--- config.mk ---
export PLATFORM = sky130hd
export DESIGN_NAME = alu_issue
export DESIGN_NICKNAME = d
export VERILOG_FILES = /design/src/rtl/alu_pkg.sv /design/src/rtl/alu_decode.sv /design/src/rtl/alu_issue.sv
export SDC_FILE = /design/constraint.sdc
export NUM_CORES = 1
export LEC_CHECK = 0
export CAP_MARGIN = 15
export CORE_AREA = 5 5 190 192
export CTS_CLUSTER_SIZE = 14
export DETAILED_ROUTE_END_ITERATION = 10
export DIE_AREA = 0 0 195 197
export GPL_ROUTABILITY_DRIVEN = 0
export PLACE_DENSITY = 0.7
export SYNTH_ARGS = -nofsm -noshare
export SYNTH_HDL_FRONTEND = slang
export SYNTH_SLANG_ARGS = --single-unit
--- constraint.sdc ---
create_clock -name clk -period 2.5 [get_ports clk]
set_input_delay 0.5 -clock clk [delete_from_list [all_inputs] [get_ports clk]]
set_output_delay 0.5 -clock clk [all_outputs]
set_load 0.1 [all_outputs]
--- src/rtl/alu_pkg.sv ---
// alu_pkg: shared definitions for the ALU decode-and-issue slice.
//   - ALU_Select operation codes consumed by the 64-bit ALU
//   - RV64I major opcodes recognised by the decoder
//   - alu_issue_entry_t: one decoded entry as it sits in the issue buffer
//   - sext12(): sign-extend a 12-bit immediate to the datapath width
package alu_pkg;

  // Datapath width carried by a buffered entry. alu_issue's n must match it.
  localparam int ALU_N = 64;

  localparam logic [3:0] ALU_AND   = 4'b0000;
  localparam logic [3:0] ALU_OR    = 4'b0001;
  localparam logic [3:0] ALU_ADD   = 4'b0010;
  localparam logic [3:0] ALU_SUB   = 4'b0110;
  localparam logic [3:0] ALU_PASS2 = 4'b0111;
  // Understood by the ALU, but nothing in RV64I maps onto it here.
  localparam logic [3:0] ALU_NOR   = 4'b1100;

  localparam logic [6:0] OP_R      = 7'b0110011;
  localparam logic [6:0] OP_IMM    = 7'b0010011;
  localparam logic [6:0] OP_LOAD   = 7'b0000011;
  localparam logic [6:0] OP_STORE  = 7'b0100011;
  localparam logic [6:0] OP_BRANCH = 7'b1100011;
  localparam logic [6:0] OP_LUI    = 7'b0110111;

  typedef struct packed {
    logic [ALU_N-1:0] data1;
    logic [ALU_N-1:0] data2;
    logic [3:0]       sel;
    logic             illegal;
  } alu_issue_entry_t;

  function automatic logic [ALU_N-1:0] sext12(input logic [11:0] imm);
    return {{(ALU_N-12){imm[11]}}, imm};
  endfunction

endpackage

--- src/rtl/alu_decode.sv ---
// alu_decode: purely combinational RV64I decoder for the ALU issue stage.
// Ports:
//   instr    in  32     instruction word
//   rs1_data in  ALU_N  register operand 1
//   rs2_data in  ALU_N  register operand 2
//   entry    out        decoded {data1, data2, sel, illegal}
// Unsupported encodings produce an all-zero entry with illegal set, so the
// ALU sees a harmless AND of zeros if it ever consumes one.
module alu_decode
  import alu_pkg::*;
(
  input  logic [31:0]      instr,
  input  logic [ALU_N-1:0] rs1_data,
  input  logic [ALU_N-1:0] rs2_data,
  output alu_issue_entry_t entry
);

  logic [6:0]       opcode;
  logic [2:0]       funct3;
  logic [6:0]       funct7;
  logic             legal;
  logic [3:0]       sel;
  logic [ALU_N-1:0] data2;

  assign opcode = instr[6:0];
  assign funct3 = instr[14:12];
  assign funct7 = instr[31:25];

  always_comb begin
    legal = 1'b0;
    sel   = ALU_AND;
    data2 = '0;
    case (opcode)
      OP_R: begin
        data2 = rs2_data;
        if (funct7 == 7'b0000000 && funct3 == 3'b000) begin
          legal = 1'b1;
          sel   = ALU_ADD;
        end else if (funct7 == 7'b0100000 && funct3 == 3'b000) begin
          legal = 1'b1;
          sel   = ALU_SUB;
        end else if (funct7 == 7'b0000000 && funct3 == 3'b111) begin
          legal = 1'b1;
          sel   = ALU_AND;
        end else if (funct7 == 7'b0000000 && funct3 == 3'b110) begin
          legal = 1'b1;
          sel   = ALU_OR;
        end
      end
      OP_IMM: begin
        data2 = sext12(instr[31:20]);
        case (funct3)
          3'b000: begin legal = 1'b1; sel = ALU_ADD; end
          3'b111: begin legal = 1'b1; sel = ALU_AND; end
          3'b110: begin legal = 1'b1; sel = ALU_OR;  end
          default: ;
        endcase
      end
      OP_LOAD: begin
        data2 = sext12(instr[31:20]);
        if (funct3 == 3'b011) begin
          legal = 1'b1;
          sel   = ALU_ADD;
        end
      end
      OP_STORE: begin
        // S-type immediate is split around the rs2/rs1/funct3 fields.
        data2 = sext12({instr[31:25], instr[11:7]});
        if (funct3 == 3'b011) begin
          legal = 1'b1;
          sel   = ALU_ADD;
        end
      end
      OP_BRANCH: begin
        data2 = rs2_data;
        if (funct3 == 3'b000) begin
          legal = 1'b1;
          sel   = ALU_SUB;
        end
      end
      OP_LUI: begin
        legal = 1'b1;
        sel   = ALU_PASS2;
        data2 = {{(ALU_N-32){instr[31]}}, instr[31:12], 12'b0};
      end
      default: ;
    endcase

    if (legal) begin
      entry.data1   = rs1_data;
      entry.data2   = data2;
      entry.sel     = sel;
      entry.illegal = 1'b0;
    end else begin
      entry.data1   = '0;
      entry.data2   = '0;
      entry.sel     = ALU_AND;
      entry.illegal = 1'b1;
    end
  end

endmodule

--- src/rtl/alu_issue.sv ---
// alu_issue: decode-and-issue stage between register read and the ALU.
// Decodes the incoming instruction, registers the result into a 2-entry
// valid/ready buffer and presents the head entry to the ALU.
// Ports:
//   clk, reset                   clock, synchronous active-high reset
//   in_valid/in_ready            upstream handshake
//   instr, rs1_data, rs2_data    instruction and register operands
//   out_valid/out_ready          ALU-side handshake
//   data1, data2, ALU_Select     head entry operands and operation code
//   illegal                      head entry came from an unsupported encoding
//   illegal_count                saturating count of illegal instructions accepted
module alu_issue
  import alu_pkg::*;
#(
  parameter int n = ALU_N
) (
  input  logic         clk,
  input  logic         reset,
  input  logic         in_valid,
  output logic         in_ready,
  input  logic [31:0]  instr,
  input  logic [n-1:0] rs1_data,
  input  logic [n-1:0] rs2_data,
  output logic         out_valid,
  input  logic         out_ready,
  output logic [n-1:0] data1,
  output logic [n-1:0] data2,
  output logic [3:0]   ALU_Select,
  output logic         illegal,
  output logic [15:0]  illegal_count
);

  alu_issue_entry_t dec_entry;
  alu_issue_entry_t head_entry;
  logic             wr_ptr_reg;
  logic             rd_ptr_reg;
  logic [1:0]       count_reg;
  logic [1:0]       count_next;
  logic [15:0]      illegal_count_reg;
  logic             accept;
  logic             pop;

  alu_decode u_decode (
    .instr    (instr),
    .rs1_data (rs1_data),
    .rs2_data (rs2_data),
    .entry    (dec_entry)
  );

  // Handshake flags come only from the occupancy register, so there is no
  // combinational path from out_ready to in_ready.
  assign in_ready  = (count_reg != 2'd2);
  assign out_valid = (count_reg != 2'd0);
  assign accept    = in_valid & in_ready;
  assign pop       = out_valid & out_ready;

  generate
    for (genvar gi = 0; gi < 2; gi++) begin : g_slot
      alu_issue_entry_t slot_reg;
      always_ff @(posedge clk) begin
        if (reset) begin
          slot_reg <= '0;
        end else if (accept && (wr_ptr_reg == 1'(gi))) begin
          slot_reg <= dec_entry;
        end
      end
    end
  endgenerate

  assign head_entry = rd_ptr_reg ? g_slot[1].slot_reg : g_slot[0].slot_reg;

  always_comb begin
    count_next = count_reg;
    case ({accept, pop})
      2'b10:   count_next = count_reg + 2'd1;
      2'b01:   count_next = count_reg - 2'd1;
      default: count_next = count_reg;
    endcase
  end

  always_ff @(posedge clk) begin
    if (reset) begin
      wr_ptr_reg        <= 1'b0;
      rd_ptr_reg        <= 1'b0;
      count_reg         <= 2'd0;
      illegal_count_reg <= 16'd0;
    end else begin
      if (accept) begin
        wr_ptr_reg <= ~wr_ptr_reg;
      end
      if (pop) begin
        rd_ptr_reg <= ~rd_ptr_reg;
      end
      count_reg <= count_next;
      if (accept && dec_entry.illegal && (illegal_count_reg != 16'hFFFF)) begin
        illegal_count_reg <= illegal_count_reg + 16'd1;
      end
    end
  end

  // An empty buffer presents zeros rather than a stale, already-consumed entry.
  assign data1         = out_valid ? head_entry.data1   : '0;
  assign data2         = out_valid ? head_entry.data2   : '0;
  assign ALU_Select    = out_valid ? head_entry.sel     : 4'b0000;
  assign illegal       = out_valid ? head_entry.illegal : 1'b0;
  assign illegal_count = illegal_count_reg;

endmodule
; ---- Word-level counts from Yosys, hierarchy flattened
; Cells that the tools add are included.
[word_totals]
input_bits = 164
out_inout_bits = 151
reg_bits = 286
[op_classes]
n_eq_ne = 14
mux = 24
bitwise_logic = 4
reduce_logical = 16
n_addsub = 3
[ops]
columns = op, count
row1 = $mux W133, 2
row2 = $pmux W64 S4, 1
row3 = $mux W64, 2
row4 = $eq A7 B6 Y1 const B, 4
row5 = $pmux W4 S5, 1
row6 = $add A16 B1 Y16 const B, 1
row7 = $mux W4, 4
row8 = $ne A16 B16 Y1 const B, 1
row9 = $mux W1, 9
row10 = $logic_and A1 B1 Y1, 8
row11 = $pmux W2 S2, 2
row12 = $eq A7 B2 Y1 const B, 1
row13 = $eq A7 B5 Y1 const B, 1
row14 = $eq A7 B7 Y1 const B, 1
row15 = $logic_not A7 Y1, 1
row16 = $eq A3 B3 Y1 const B, 2
row17 = $reduce_or A2 Y1, 3
row18 = $pmux W1 S5, 1
row19 = $reduce_bool A2 Y1, 2
row20 = $eq A3 B2 Y1 const B, 1
row21 = $logic_not A3 Y1, 1
row22 = $mux W3, 1
row23 = $reduce_or A3 Y1, 1
row24 = $add A2 B1 Y2 const B, 1
row25 = 7 further kinds, 9

; ---- Depth between registers and ports, before layout
[depth]
depth_word = 10
ltp_mapped = 10
depth_no_buf = 7

; ---- Hierarchy
; A second synthesis with hierarchy kept.
[hier_totals]
hier_cells = 1881
area_unflattened_um2 = 14550.2
[modules_own_cells]
columns = module, cells_per_inst, area_each_um2, instances
row1 = alu_issue, 1572, 12067.8, 1
row2 = alu_decode, 309, 2482.4, 1

; ---- Worst setup path after synthesis
; No wires, ideal clock.
[synth_timing]
kind = reg-to-output
startpoint = reg rd_ptr_reg
endpoint = out data1[59]
path_slack_ns = -0.570
arrival_ns = 2.570
required_time_ns = 2.000
stages_incl_launch_ff = 6
cell_sequence = dfxtp_1 > clkbuf_1 > buf_2 > buf_1 > mux2i_1 > nor2_1
[synth_via]
elab_chain_len = 2
[synth_lines]
columns = element, line
row1 = "start, declared", alu_issue.sv:36  ; logic rd_ptr_reg;
row2 = "start signal, assigned", alu_issue.sv:92  ; rd_ptr_reg <= ~rd_ptr_reg;
row3 = $mux W133, alu_issue.sv:70  ; assign head_entry = rd_ptr_reg ? g_slot[1].slot_reg : g_slot[0].slot_reg;
row4 = $mux W64, alu_issue.sv:102  ; assign data1 = out_valid ? head_entry.data1 : '0;
row5 = "end, declared", alu_issue.sv:26  ; output logic [n-1:0] data1,
; Every way passes these cells.

; ---- Final worst setup path
[layout_timing]
startpoint = in instr[13]
endpoint = reg illegal_count_reg[15] (netlist: illegal_count[15])
[layout_via]
elab_chain_len = 10
[layout_lines]
columns = element, line
row1 = "start, declared", alu_issue.sv:21  ; input logic [31:0] instr,
row2 = $eq A3 B3 Y1, "alu_decode.sv:45, alu_decode.sv:52"
row3 = $logic_and A1 B1 Y1, alu_decode.sv:45  ; end else if (funct7 == 7'b0000000 && funct3 == 3'b110) begin
row4 = $mux W1, alu_decode.sv:45
row5 = $mux W1, alu_decode.sv:42  ; end else if (funct7 == 7'b0000000 && funct3 == 3'b111) begin
row6 = $mux W1, alu_decode.sv:39  ; end else if (funct7 == 7'b0100000 && funct3 == 3'b000) begin
row7 = $mux W1, alu_decode.sv:36  ; if (funct7 == 7'b0000000 && funct3 == 3'b000) begin
row8 = $pmux W1 S5 (*), alu_decode.sv:33  ; case (opcode)
row9 = $mux W133 (*), alu_decode.sv:89  ; if (legal) begin
row10 = $logic_and A1 B1 Y1 (*) (2 in a row), alu_issue.sv:95  ; if (accept && dec_entry.illegal && (illegal_count_reg != 16'hFFFF)) begin
row11 = "end signal, assigned", alu_issue.sv:96  ; illegal_count_reg <= illegal_count_reg + 16'd1;
row12 = "end, declared", alu_issue.sv:39  ; logic [15:0] illegal_count_reg;
; Every way passes the cells marked *; elsewhere a longest branch is shown, timed or not.
; A chain may end at the register's enable or synchronous reset.

==> impl_results.md <==
- Core Util, Final: 0.565
- Worst reg-to-reg setup slack: ~340 ps
- Worst slew pin tran: around 700 ps
- Max Clock Freq: just over 400 MHz
- Unique cell type count in the Yosys netlist: 58
- Combinational share of power: 0.300
- DRT iter0 DRCs: 700
- CTS root buf: clkbuf_16
- Hold path start: reset
- P&R area growth vs syn: 60.0%
- Clock-pin transition on the worst setup and hold timing paths: about 60 ps
- CTS tree: yes
- Share of the synthesized area in the top cell type: 0.470
- Syn Nets: 1,535
- Primary FF master, synth: dfxtp_1
- Cts bufs inserted: 34
- Core area: 34,200 µm²
- CP max FO: 11
- First-pass GRT wire length: between 60,000 and 70,000 µm
- CP Data Arrival Time: approximately 2800 ps
- Endpoint, Worst Hold: illegal_count[1]
- PortBufs: 313
- WL per Instance: 18.9 µm
- Nets: 1,854
- Max incr delay on CP: slightly above 600 ps
- Number of fill cells: ~2,900
- Startpoint Class: primary input
- DRC viols: 0
- Antenna violations before repair: 3
- Clock power share: 0.356
- Sequential share of the synthesized area: 0.470
- CP max-delay cell: clkdlybuf4s50_1
- Top Metal Used: met5
- Final Hold Vio Count: 0
- Post-synth EDFFs: 0
- DR WL met3: between 3000 and 4000 µm
- Final wirelength: approximately 40,000 µm
- Post-synth top area cell: dfxtp_1
- Max reg flops: between 200 and 300
- Initial Util: 0.353
- Int Pwr: roughly 9.0 mW
- Synth Warn #: 0
- MaxCap Viol Count: 0
- Mapped Cells: between 1,000 and 1,500
- H-Tree Depth: 2
- Outcome: finished clean
- Leak pwr: roughly 6.7 nW
- Routed Antenna Nets: 0
- Yosys reg bits: 284
- Crit share post-route: 0.965
- All-Layer GR Usage: 0.204
- Worst r2r src: illegal_count[0]
- TritonRoute pass-1 iters: 4
- Syn_area_per_cell: between 8 and 9 µm²
- GRT overflow: 0
- Switching share of power: 0.339
- Met2 wire length: ~19,000 µm
- Dpl hpwl: around 29,000 µm
- Die width: approximately 200 µm
- Multi-input gate area in the final layout: approximately 6600 µm²
- Number of global-route vias before repair: 11,500
- DR vias: 11,300
- Setup crit end kind: flop
- Deepest clock path buffer count: 3
- Pwr Density: 700 nW/µm²
- Asr flop ratio synth: 0
- Die Height: 197 µm
- R2R depth: 7
- Area of the die: 38,400 µm²
- Worst vdd ir: approximately 0.53 mV
- Worst-Skew Late Latency: about 500 ps
- Critical-path cell list: clkdlybuf4s50_1, or3_4, nand2_1, a32oi_4, nand2_2, buf_12, buf_4, or4_1, a21oi_1
- CP Class: primary input to flop
- Worst hold margin: ~330 ps
- Slew headroom: 0.532
- Ranking of synthesized cells by area: dfxtp_1, mux2i_1, nor2_1, a22o_1, o21ai_0
- P_sw: approximately 4.6 mW
- Register area: 5690 µm²
- Mapped Area: approximately 12,000 µm²
- Fraction of layout cells with a size suffix above 1: 0.262
- Hold Crit Depth: 2
- Worst Hold Class: primary input to flop
- CTS sink cnt: 284
- RR Endpoint: illegal_count[9]
- Clk_skew: 16.1 ps
- Max-slew violations: 0
- RSZ-0062 raised after global routing: no
- Tmin final: between 2000 and 2500 ps
- Largest net degree at the start of global routing: 67
- Row count: about 70
- Final setup violation count: 0
- DR vias/cell: between 5 and 6
- Met1 WL: between 15,000 and 20,000 µm
- Reg power frac: 0.344
- I/O pins: approximately 320
- Critical Path RT: ~2900 ps
## area by class of cell
| cell class | instances | share of cell area |
|---|---|---|
| repair buffers | 401 | 0.279 |
| multi-input cells | 963 | 0.340 |
| well taps | 455 | 0.0294 |
| clock buffers | 45 | 0.0488 |
| flip-flops and latches | 284 | 0.294 |
| diodes | 2 | 0.000259 |
| inverters | 4 | 0.000776 |
| clock inverters | 12 | 0.00725 |
## power by group through the flow
stage / clock network (mW) / registers (mW) / logic [mW]
final: 4.82 / 4.65 / 4.06
after global routing: 5.16 / 4.66 / 4.25
after CTS: 4.96 / 4.65 / 4.10
after detailed placement: 0 / 4.80 / 3.95
after global placement: 0 / 4.80 / 3.95
after floorplan: 0 / 4.76 / 2.48
## how the worst max path moves through the flow
stage | endpoint | start | cells past startpoint
after floorplan | data1[59] | rd_ptr_reg | 5
after global placement | illegal_count[15] | instr[28] | 10
after detailed placement | illegal_count[15] | instr[28] | 10
after CTS | data1[32] | rd_ptr_reg | 5
after global routing | illegal_count[15] | instr[13] | 9
final | illegal_count[15] | instr[13] | 9
## cells in the mapped netlist, drive strengths merged, types with 11 or more instances
cell / number
o21ai: 117
buf: 44
mux2i: 132
a22oi: 69
nor2: 235
a21oi: 57
clkbuf: 74
nand3: 21
nand2: 136
a221oi: 19
a22o: 76
nor3: 11
dfxtp: 284
## kinds of logic (layout without fill, tap and decap cells)
logic type | after synthesis | in the layout | share of synthesized area
flops | 284 | 284 | 0.470
other cells | 1 | 3 | 0.000310
buf+inv | 122 | 462 | 0.0462
simple gates | 456 | 456 | 0.160
compound gates | 367 | 367 | 0.208
xor+xnor | 3 | 3 | 0.00217
mux | 134 | 134 | 0.111
fa+ha+maj | 2 | 2 | 0.00207
## per-stage QoR
step / area, µm² / setup WS [ps] / power, mW / instances / setup TNS (ps)
2_1_floorplan: 12800 / -129 / 7.24 / 1369 / -2020
3_3_place_gp: 18200 / -409 / 8.75 / 2104 / -78890
3_5_place_dp: 18200 / -465 / 8.75 / 2104 / -84210
4_1_cts: 19300 / 48.8 / 13.7 / 2164 / 0
5_1_grt: 19300 / 18.6 / 14.1 / 2165 / 0
6_report: 19300 / 88.2 / 13.5 / 2166 / 0
## layout by cell type, fill, tap and decap left out, drive strengths merged, types with 45 or more instances in the layout
cell and n:
dfxtp 284, buf 239, nor2 235, clkdlybuf4s50 162, nand2 136, mux2i 132, o21ai 117, a22o 76
a22oi 69, a21oi 57, clkbuf 45
## timing repair
action / CTS / global route
hold buffers: 0 / 0
resized for setup: 2 / 2
buffers inserted: 3 / 0
setup endpoints to repair: 93 / 26
pin swaps: 0 / 0
endpoints found under the hold margin: 0 / 0
## critical path: cells and delay by family
kind	cells	cell delay (ps)
compound gates	2	430
buf+inv	3	930
simple gates	4	960
## per-layer routing
| layer | vias up | track usage |
|---|---|---|
| met5 | - | 0 |
| met1 | 5433 | 0.264 |
| met3 | 51 | 0.0699 |
| li1 | 5483 | - |
| met2 | 356 | 0.335 |
| met4 | 4 | 0.0393 |
No activity file was read; power rests on OpenSTA's default activity.
